==> config.mk <==
export PLATFORM = sky130hd
export DESIGN_NAME = multicycle_sequencer
export DESIGN_NICKNAME = d
export VERILOG_FILES = /design/src/rtl/multicycle_sequencer.sv
export SDC_FILE = /design/constraint.sdc
export NUM_CORES = 1
export LEC_CHECK = 0
export ABC_AREA = 0
export BUFFER_PORTS_ARGS = -buffer_cell sky130_fd_sc_hd__buf_2
export CAP_MARGIN = 10
export CORE_MARGIN = 8
export CORE_UTILIZATION = 41
export CTS_CLUSTER_DIAMETER = 150
export DETAILED_ROUTE_END_ITERATION = 10
export GPL_TIMING_DRIVEN = 0
export HOLD_SLACK_MARGIN = 0.1
export MAX_ROUTING_LAYER = met4
export PLACE_DENSITY = 0.67
export SYNTH_ARGS = -nofsm -noshare
export SYNTH_HDL_FRONTEND = slang
export SYNTH_SLANG_ARGS = --single-unit
==> constraint.sdc <==
create_clock -name clk -period 4.68 [get_ports clk]
set_input_delay 0.234 -clock clk [delete_from_list [all_inputs] [get_ports clk]]
set_output_delay 0.234 -clock clk [all_outputs]
set_load 0.005 [all_outputs]
==> src/rtl/multicycle_sequencer.sv <==
// multicycle_sequencer: multi-cycle control FSM for the single-issue RV32 datapath.
//   Fetches over a req/ack imem handshake into an instruction register, then
//   walks DECODE -> EXEC (exec_en pulse) -> WB (rf_we pulse, pc += 4).
//   Unsupported opcodes and fetch timeouts park the FSM in a sticky TRAP state.
// Ports:
//   clk, rst            rising-edge clock, asynchronous active-high reset
//   run                 level enable; leaves IDLE and keeps fetching while high
//   imem_req/addr       fetch request (FETCH only) and address (= pc)
//   imem_ack/rdata      fetch completion and instruction word
//   instr, pc           instruction register and current instruction address
//   exec_en, rf_we      one-cycle execute / register-writeback enables
//   busy, trap          activity flag, sticky trap flag
//   trap_cause          0 none, 1 illegal opcode, 2 fetch timeout
//   instret             retired-instruction count (only with SEQ_RETIRE_CNT_EN)
// Optional feature macro: SEQ_RETIRE_CNT_EN adds the instret counter output.

module multicycle_sequencer #(
  parameter logic [31:0] RESET_PC      = 32'h0000_0000,
  parameter int          FETCH_TIMEOUT = 16
) (
  input  logic        clk,
  input  logic        rst,
  input  logic        run,
  output logic        imem_req,
  output logic [31:0] imem_addr,
  input  logic        imem_ack,
  input  logic [31:0] imem_rdata,
  output logic [31:0] instr,
  output logic [31:0] pc,
  output logic        exec_en,
  output logic        rf_we,
  output logic        busy,
  output logic        trap,
  output logic [1:0]  trap_cause
`ifdef SEQ_RETIRE_CNT_EN
  ,
  output logic [31:0] instret
`endif
);

  localparam logic [31:0] NOP          = 32'h0000_0013;
  // Counter value seen in the last FETCH cycle that may still accept an ack.
  localparam logic [7:0]  TIMEOUT_LAST = 8'(FETCH_TIMEOUT - 1);

  localparam logic [1:0]  CAUSE_ILLEGAL = 2'd1;
  localparam logic [1:0]  CAUSE_TIMEOUT = 2'd2;

  typedef enum logic [2:0] {
    S_IDLE   = 3'd0,
    S_FETCH  = 3'd1,
    S_DECODE = 3'd2,
    S_EXEC   = 3'd3,
    S_WB     = 3'd4,
    S_TRAP   = 3'd5
  } state_t;

  state_t     state;
  state_t     state_nxt;
  logic [7:0] wait_cnt;
  logic       opcode_ok;
  logic       fetch_expired;

  // Only OP-IMM, OP and LUI are executed by this datapath.
  always_comb begin
    opcode_ok = 1'b0;
    case (instr[6:0])
      7'h13, 7'h33, 7'h37: opcode_ok = 1'b1;
      default:             opcode_ok = 1'b0;
    endcase
  end

  assign fetch_expired = !imem_ack && (wait_cnt == TIMEOUT_LAST);

  always_ff @(posedge clk or posedge rst) begin
    if (rst) begin
      state <= S_IDLE;
    end else begin
      state <= state_nxt;
    end
  end

  // Next-state and state-decoded outputs. imem_ack only steers the next
  // state, so no output has a combinational path from it.
  always_comb begin
    state_nxt = state;
    imem_req  = 1'b0;
    exec_en   = 1'b0;
    rf_we     = 1'b0;
    busy      = 1'b1;
    trap      = 1'b0;
    case (state)
      S_IDLE: begin
        busy = 1'b0;
        if (run) state_nxt = S_FETCH;
      end
      S_FETCH: begin
        imem_req = 1'b1;
        if (imem_ack)           state_nxt = S_DECODE;
        else if (fetch_expired) state_nxt = S_TRAP;
      end
      S_DECODE: begin
        state_nxt = opcode_ok ? S_EXEC : S_TRAP;
      end
      S_EXEC: begin
        exec_en   = 1'b1;
        state_nxt = S_WB;
      end
      S_WB: begin
        // rd = x0 is architecturally discarded, so suppress the write.
        rf_we     = (instr[11:7] != 5'd0);
        state_nxt = run ? S_FETCH : S_IDLE;
      end
      S_TRAP: begin
        busy = 1'b0;
        trap = 1'b1;
      end
      default: begin
        busy      = 1'b0;
        state_nxt = S_IDLE;
      end
    endcase
  end

  assign imem_addr = pc;

  always_ff @(posedge clk or posedge rst) begin
    if (rst) begin
      pc         <= RESET_PC;
      instr      <= NOP;
      wait_cnt   <= 8'd0;
      trap_cause <= 2'd0;
    end else begin
      case (state)
        S_FETCH: begin
          if (imem_ack) begin
            instr    <= imem_rdata;
            wait_cnt <= 8'd0;
          end else if (fetch_expired) begin
            wait_cnt   <= 8'd0;
            trap_cause <= CAUSE_TIMEOUT;
          end else begin
            wait_cnt <= wait_cnt + 8'd1;
          end
        end
        S_DECODE: begin
          // pc is left untouched so it still points at the faulting word.
          if (!opcode_ok) trap_cause <= CAUSE_ILLEGAL;
        end
        S_WB: begin
          pc <= pc + 32'd4;
        end
        default: begin
          wait_cnt <= 8'd0;
        end
      endcase
    end
  end

`ifdef SEQ_RETIRE_CNT_EN
  always_ff @(posedge clk or posedge rst) begin
    if (rst) begin
      instret <= 32'd0;
    end else if (state == S_WB) begin
      instret <= instret + 32'd1;
    end
  end
`endif

endmodule

==> flow_metrics.tcl, run 1 <==
set metrics [dict create \
    avgViaCountPerCell 4.776 \
    drive_gt1_frac 0.5126 \
    slowest_stage "dfrtp_1" \
    pwr-share-clk 0.246 \
    place_area_um2 4507 \
    syn_to_final_growth_pct 32.51 \
    drc 0 \
    grt_pass1_wl_mm 14.57 \
    cellPowerDensity_nw_per_um2 471.5 \
    drt-total-wl_mm 8.685 \
    switchingPower_mw 0.7356 \
    status "finished clean" \
    antenna_found_initial 0 \
    post_cts_buffers 0 \
    cts_tree "done" \
    coreArea_um2 8678 \
    grt_usage 0.1466 \
    clkTransAtPathRegs_ns 0.09 \
    max-cap-violations 0 \
    vias 2789 \
    grt_pass1_vias 2899 \
    io_pins 139 \
    leakagePower_nw 2.542 \
    io_buffers 134 \
    cpLargestDelayFamily "simple AND/OR/NAND/NOR gates" \
    seq_area_um2 1881 \
    syn_area_per_cell_um2 11.81 \
    gp_congestion 0.7135 \
    vdd_drop_max_mv 0.3529 \
    fmax_mhz 510.2 \
    clk_latency_ns 0.35 \
    multiInputGateArea_um2 1453 \
    critPathBufInv 2 \
    min_path_type "input port to flip-flop" \
    first_iter_violations 85 \
    dr.pass1.iters 4 \
    initial_core_util 0.4217 \
    nets 509 \
    stdcell_area_um2 4850 \
    dp_hpwl_mm 6.719 \
    htreeDepth 3 \
    tightest_slew_ns 0.7928 \
    tns_ns 0 \
    root_buffer "clkbuf_8" \
    rsz0062_at_grt "false" \
    overflow 0 \
    critical_path.cell_chain "nor3b_1, and2_1, clkbuf_1, buf_2, mux2_2" \
    grt_max_degree 45 \
    fin_skew_ns 0.007866 \
    rows 34 \
    ys_seq_elements 75 \
    fin_util 0.5588 \
    netSwitchingFraction 0.3217 \
    fillers 774 \
    cpPeakStageDelay_ns 0.43 \
    yosysSeqAreaShare 0.5138 \
    syn_inst 310 \
    n_antenna_cell 0 \
    clkSinkCount 75 \
    fin_cells 584 \
    dpl.cell_count 556 \
    period_share 0.4188 \
    holdWs_ns 0.1108 \
    layout_min_cycle_time_ns 1.960 \
    slew_headroom 0.4666 \
    start_kind "flip-flop" \
    die_w_um 110.5 \
    cp.required_ns 4.91 \
    crit_path_end_kind "flip-flop" \
    internal_power_mw 1.551 \
    hold_viol 0 \
    finalSetupViolCount 0 \
    p_comb_frac 0.328 \
    synth.distinct_cells 47 \
    crit_arrival_ns 2.19 \
    ant_nets 0 \
    finalMaxSlewViolations 0 \
    path_max_fanout 10 \
    dp_slack_ns 2.717 \
    die-area_um2 12210 \
    power_mw 2.287 \
    avgRoutedWirePerCell_um 14.87 \
    synth_area_um2 3660 \
    critPathKind "flip-flop to flip-flop" \
    cts_buffer_depth 2 \
    p_seq_frac 0.426 \
    dieHeight_um 110.5 \
    fin_ws_ns 2.720 \
    cts_buffers 9 \
    yosysWarnings 0 \
]
## cell usage in the layout, fill, tap and decap left out, drive strengths merged, types with 7 or more instances in the layout
cell,instances
dfrtp,72
dlygate4sd3,12
xor2,19
mux2,33
o21ai,8
buf,174
nand3,10
clkbuf,14
inv,9
xnor2,16
nand4,9
nor4,8
nor3,8
a21oi,7
nand2,16
nor2,16
## state kept, by name (all words and copies together) (netlist names)
name / count
instr: 32
imem_addr: 30
wait_cnt: 8
state: 3
trap_cause: 2
## synthesized netlist by cell type, drive strengths merged
cell type	number	share of area
a31o	1	0.0024
xnor2	16	0.038
a21o	1	0.0021
nand2	16	0.016
nand4	9	0.021
dfstp	3	0.022
dfrtp	72	0.49
nor2b	4	0.0068
and4	2	0.0048
o311ai	1	0.0024
o21ai	8	0.011
nor3b	1	0.0021
inv	7	0.0072
nor4	8	0.029
nor2	16	0.016
or3	1	0.0017
nand4bb	1	0.0031
buf	39	0.080
nand2b	1	0.0017
ha	2	0.0068
o2111ai	2	0.0048
and3	3	0.0051
a22o	1	0.0024
or2	2	0.0034
mux2	33	0.10
a21oi	7	0.0096
or4	2	0.0062
conb	1	0.0010
nand3	10	0.014
xor2	19	0.045
clkbuf	5	0.0051
and4bb	1	0.0034
or4b	1	0.0027
and2	3	0.0051
nand3b	1	0.0021
nor3	8	0.015
nor4b	1	0.0041
nand4b	1	0.0024
## area by class of cell
cell class | count | share of cell area
flip-flops and latches | 75 | 0.3878
multi-input cells | 187 | 0.2995
repair buffers | 147 | 0.1687
plain buffers | 44 | 0.06424
well taps | 108 | 0.02786
clock buffers | 9 | 0.02554
clock inverters | 7 | 0.02038
inverters | 7 | 0.005934
## per-layer routing
layer,GRT usage,up-vias,routed length (µm),share of wire
met1,0.1688,1308,3631,0.42
met4,0.04595,0,90,0.010
li1,-,1364,-,-
met3,0.07900,8,1024,0.12
met2,0.2142,109,3939,0.45
met5,-,-,0,0
## worst paths after layout
path                                     start            end  slack (ns)  depth (start not counted)
worst max-delay path                  state[2]       instr[2]        2.72                          5
worst min-delay path            imem_rdata[21]      instr[21]        0.11                          2
worst max register to register        state[2]       instr[2]        2.72                          5
worst min register to register   imem_addr[31]  imem_addr[31]        0.49                          1
max in group asynchronous                  rst       instr[4]        3.64                          4
min in group asynchronous                  rst      instr[15]        0.43                          3
## power by group through the flow
stage	logic, mW	clock network, mW	registers [mW]
6_report	0.750	0.562	0.975
5_1_grt	0.833	0.606	1.01
4_1_cts	0.767	0.573	0.978
3_5_place_dp	0.756	0	0.989
3_3_place_gp	0.735	0	0.977
2_1_floorplan	0.417	0	0.981
## kinds of logic (layout without fill, tap and decap cells)
kind of cell | count (synthesis) | in the layout | synth area share
compound gates | 21 | 21 | 0.03453
buf+inv | 51 | 214 | 0.09231
other cells | 1 | 4 | 0.001025
mux | 33 | 33 | 0.1015
flops | 75 | 75 | 0.5138
fa+ha+maj | 2 | 2 | 0.006837
xor+xnor | 35 | 35 | 0.08376
simple gates | 92 | 92 | 0.1662
## timing repair
| item | CTS | global route |
|---|---|---|
| resized for setup | 0 | 0 |
| hold buffers | 10 | 2 |
| hold endpoints to repair | 40 | 2 |
Power figures use the tool's default switching activity.
==> run 2: changes to the inputs <==
Settings changed: ABC_AREA 0 to 1, PLACE_DENSITY 0.67 to 0.66.
Clock period 4.68 ns to 1.81 ns, I/O delays scaled along.
==> flow_metrics.tcl, run 2 <==
set metrics [dict create \
    critPathMostFrequentCell "nand2_1" \
    largest_reg_flops 32 \
    cts_buffers 9 \
    htreeDepth 3 \
    clkTransAtPathRegs_ns 0.08 \
    finalSetupViolCount 0 \
    synth_ff_type "dfrtp_1" \
    die-area_um2 12800 \
    synth.distinct_cells 33 \
    coreArea_um2 9196 \
    dp_slack_ns 0.1416 \
    min_path_type "input port to flip-flop" \
    path_max_fanout 8 \
    critPathKind "flip-flop to output port" \
    cp.required_ns 1.72 \
    crit_path_end_kind "output port" \
    fmax_mhz 595.0 \
    dr.pass1.iters 7 \
    switchingPower_mw 2.110 \
    drive_gt1_frac 0.3137 \
    avgRoutedWirePerCell_um 13.51 \
    critical_path.cell_chain "nor2_1, nand2_1, nand2_4, inv_1, nand2_1, buf_2" \
    synth_common_cells "183 x nand2_1, 72 x dfrtp_1, 46 x inv_1, 42 x nor2_1, 34 x buf_4" \
    r2r_end "imem_addr[22]" \
    max-cap-violations 0 \
    crit_arrival_ns 1.59 \
    p_seq_frac 0.444 \
    layout_min_cycle_time_ns 1.681 \
    cp.depth 6 \
    yosys.cell_count.top_type "nand2_1" \
    dieHeight_um 113.1 \
    synth_area_leader_cell "dfrtp_1" \
    ant_nets 0 \
    syn_to_final_growth_pct 35.90 \
    hold_viol 0 \
    cpLargestDelayFamily "simple AND/OR/NAND/NOR gates" \
    status "finished clean" \
    layout_common_cells "183 x nand2_1, 138 x buf_2, 71 x dfrtp_1" \
    fin_skew_ns 0.009585 \
    netSwitchingFraction 0.3766 \
    start_kind "flip-flop" \
    post_cts_buffers 0 \
    finalMaxSlewViolations 0 \
    drc 0 \
    dpl.cell_count 740 \
    die_w_um 113.1 \
    first_iter_violations 110 \
    drt-total-wl_mm 10.67 \
    place_area_um2 4713 \
    period_share 0.9286 \
    cts_buffer_depth 2 \
    r2r_start "state[0]" \
    nets 712 \
    root_buffer "clkbuf_8" \
    clkSinkCount 75 \
    cts_tree "done" \
    dp_hpwl_mm 7.902 \
    grt_usage 0.1766 \
    ys_seq_elements 75 \
    final_common_cell "nand2_1" \
    leakagePower_nw 2.977 \
    rows 35 \
    tightest_slew_ns 0.8032 \
    yosysSeqAreaShare 0.4861 \
    n_antenna_cell 0 \
    rsz0062_at_grt "false" \
    overflow 0 \
    antenna_found_initial 0 \
    syn_area_per_cell_um2 7.879 \
    tns_ns 0 \
    crit_end "busy" \
    gp_congestion 0.8141 \
    grt_pass1_vias 3852 \
    cpPeakStageDelay_ns 0.47 \
    power_mw 5.602 \
    reg2reg_setup_slack_ns 0.19 \
    slew_headroom 0.4634 \
    stdcell_area_um2 5258 \
    slowest_stage "dfrtp_2" \
    critPathBufInv 2 \
    vias 3708 \
    syn_inst 491 \
    postSynth.asyncResetShare 1.000 \
    io_pins 139 \
    synth_area_um2 3869 \
    yosysWarnings 0 \
    internal_power_mw 3.493 \
    crit_start "state[2]" \
    yosys.area.top_type_share 0.4657 \
    r2r_cells 8 \
    fin_ws_ns 0.1293 \
    synth_area_leaders "dfrtp_1 47%, nand2_1 18%, buf_4 6.6%" \
    fin_cells 790 \
    initial_core_util 0.4207 \
    cellPowerDensity_nw_per_um2 1066 \
    io_buffers 134 \
    p_comb_frac 0.345 \
    grt_pass1_wl_mm 18.15 \
    grt_max_degree 42 \
    pwr-share-clk 0.211 \
    largest_register "instr" \
    clk_latency_ns 0.35 \
    vdd_drop_max_mv 0.7599 \
    synth_edf_count 0 \
    avgViaCountPerCell 4.694 \
]
run 2: cell count changes in the layout (fill, tap and decap cells not counted), sizes merged, moves of 6 or more:
cell         before  now
a21oi             7    1
nor4              8    0
nand4             9   16
nor2             16   50
dlygate4sd3      12   34
nand2            16  186
xor2             19    7
mux2             33    0
inv               9   49
nand3            10   19
run 2: repair_timing:
item	CTS	global route
pin swaps	0	1
resized for setup	1	6
endpoints found under the hold margin	67	0
hold buffers	34	0
endpoints found under the setup margin	1	11
run 2: worst min-delay path by stage:
stage                              start         to  slack (ns)  depth (start not counted)
after floorplan            imem_rdata[0]   instr[0]        0.19                          2
after global placement    imem_rdata[18]  instr[18]        0.29                          3
after detailed placement             rst  instr[31]        0.29                          2
after CTS                            run   state[0]        0.22                          5
after global routing                 run   state[2]        0.26                          5
final                                run   state[0]        0.23                          5
run 2: tightest hold or removal path, delay by kind of cell:
family,cells,cell delay [ns]
AO/OA/AOI/OAI,1,0.14
buffers and inverters,2,0.13
AND/OR/NAND/NOR,2,0.17
run 2: area by class of cell:
cell class / count / area, µm²
fill: 840 / 3939
inverter: 49 / 187.7
buffer: 40 / 290.3
sequential: 75 / 1882
clock buffer: 9 / 123.9
multi-input combinational: 330 / 1550
tap: 111 / 138.9
timing repair buffer: 169 / 1031
clock inverter: 7 / 53.80
run 2: layer usage:
layer	up-vias	global-route usage	wire, µm	part of all wire
met1	1696	0.2040	4524	0.42
met2	142	0.2813	4989	0.47
met5	-	-	0	0
li1	1848	-	-	-
met4	0	0.05950	193	0.018
met3	22	0.06124	963	0.090
run 2: through the flow:
step / util / hold WS, ns
6_report: 0.5717 / 0.2285
5_1_grt: 0.5717 / 0.2607
4_1_cts: 0.5694 / 0.2225
3_5_place_dp: 0.5125 / 0.2890
3_3_place_gp: 0.5103 / 0.2907
2_1_floorplan: - / 0.1859
run 2: logic make-up (layout without fill, tap and decap cells):
group | after synthesis | count (layout) | share of synthesized area
and+or+nand+nor | 287 | 287 | 0.3140
xor gates and xnor gates | 19 | 19 | 0.04301
other | 1 | 4 | 0.0009693
adders and majority gates | 2 | 2 | 0.006467
DFF | 75 | 75 | 0.4861
buffers and inverters | 89 | 274 | 0.1226
AOI/OAI and AO/OA | 18 | 18 | 0.02685
run 2: power by group through the flow:
| stage | sequential [mW] | clock, mW | combinational [mW] |
|---|---|---|---|
| floorplan | 2.49 | 0 | 1.02 |
| global placement | 2.47 | 0 | 1.83 |
| detailed placement | 2.49 | 0 | 1.87 |
| CTS | 2.47 | 1.23 | 1.94 |
| global route | 2.55 | 1.29 | 2.21 |
| finish | 2.49 | 1.18 | 1.94 |
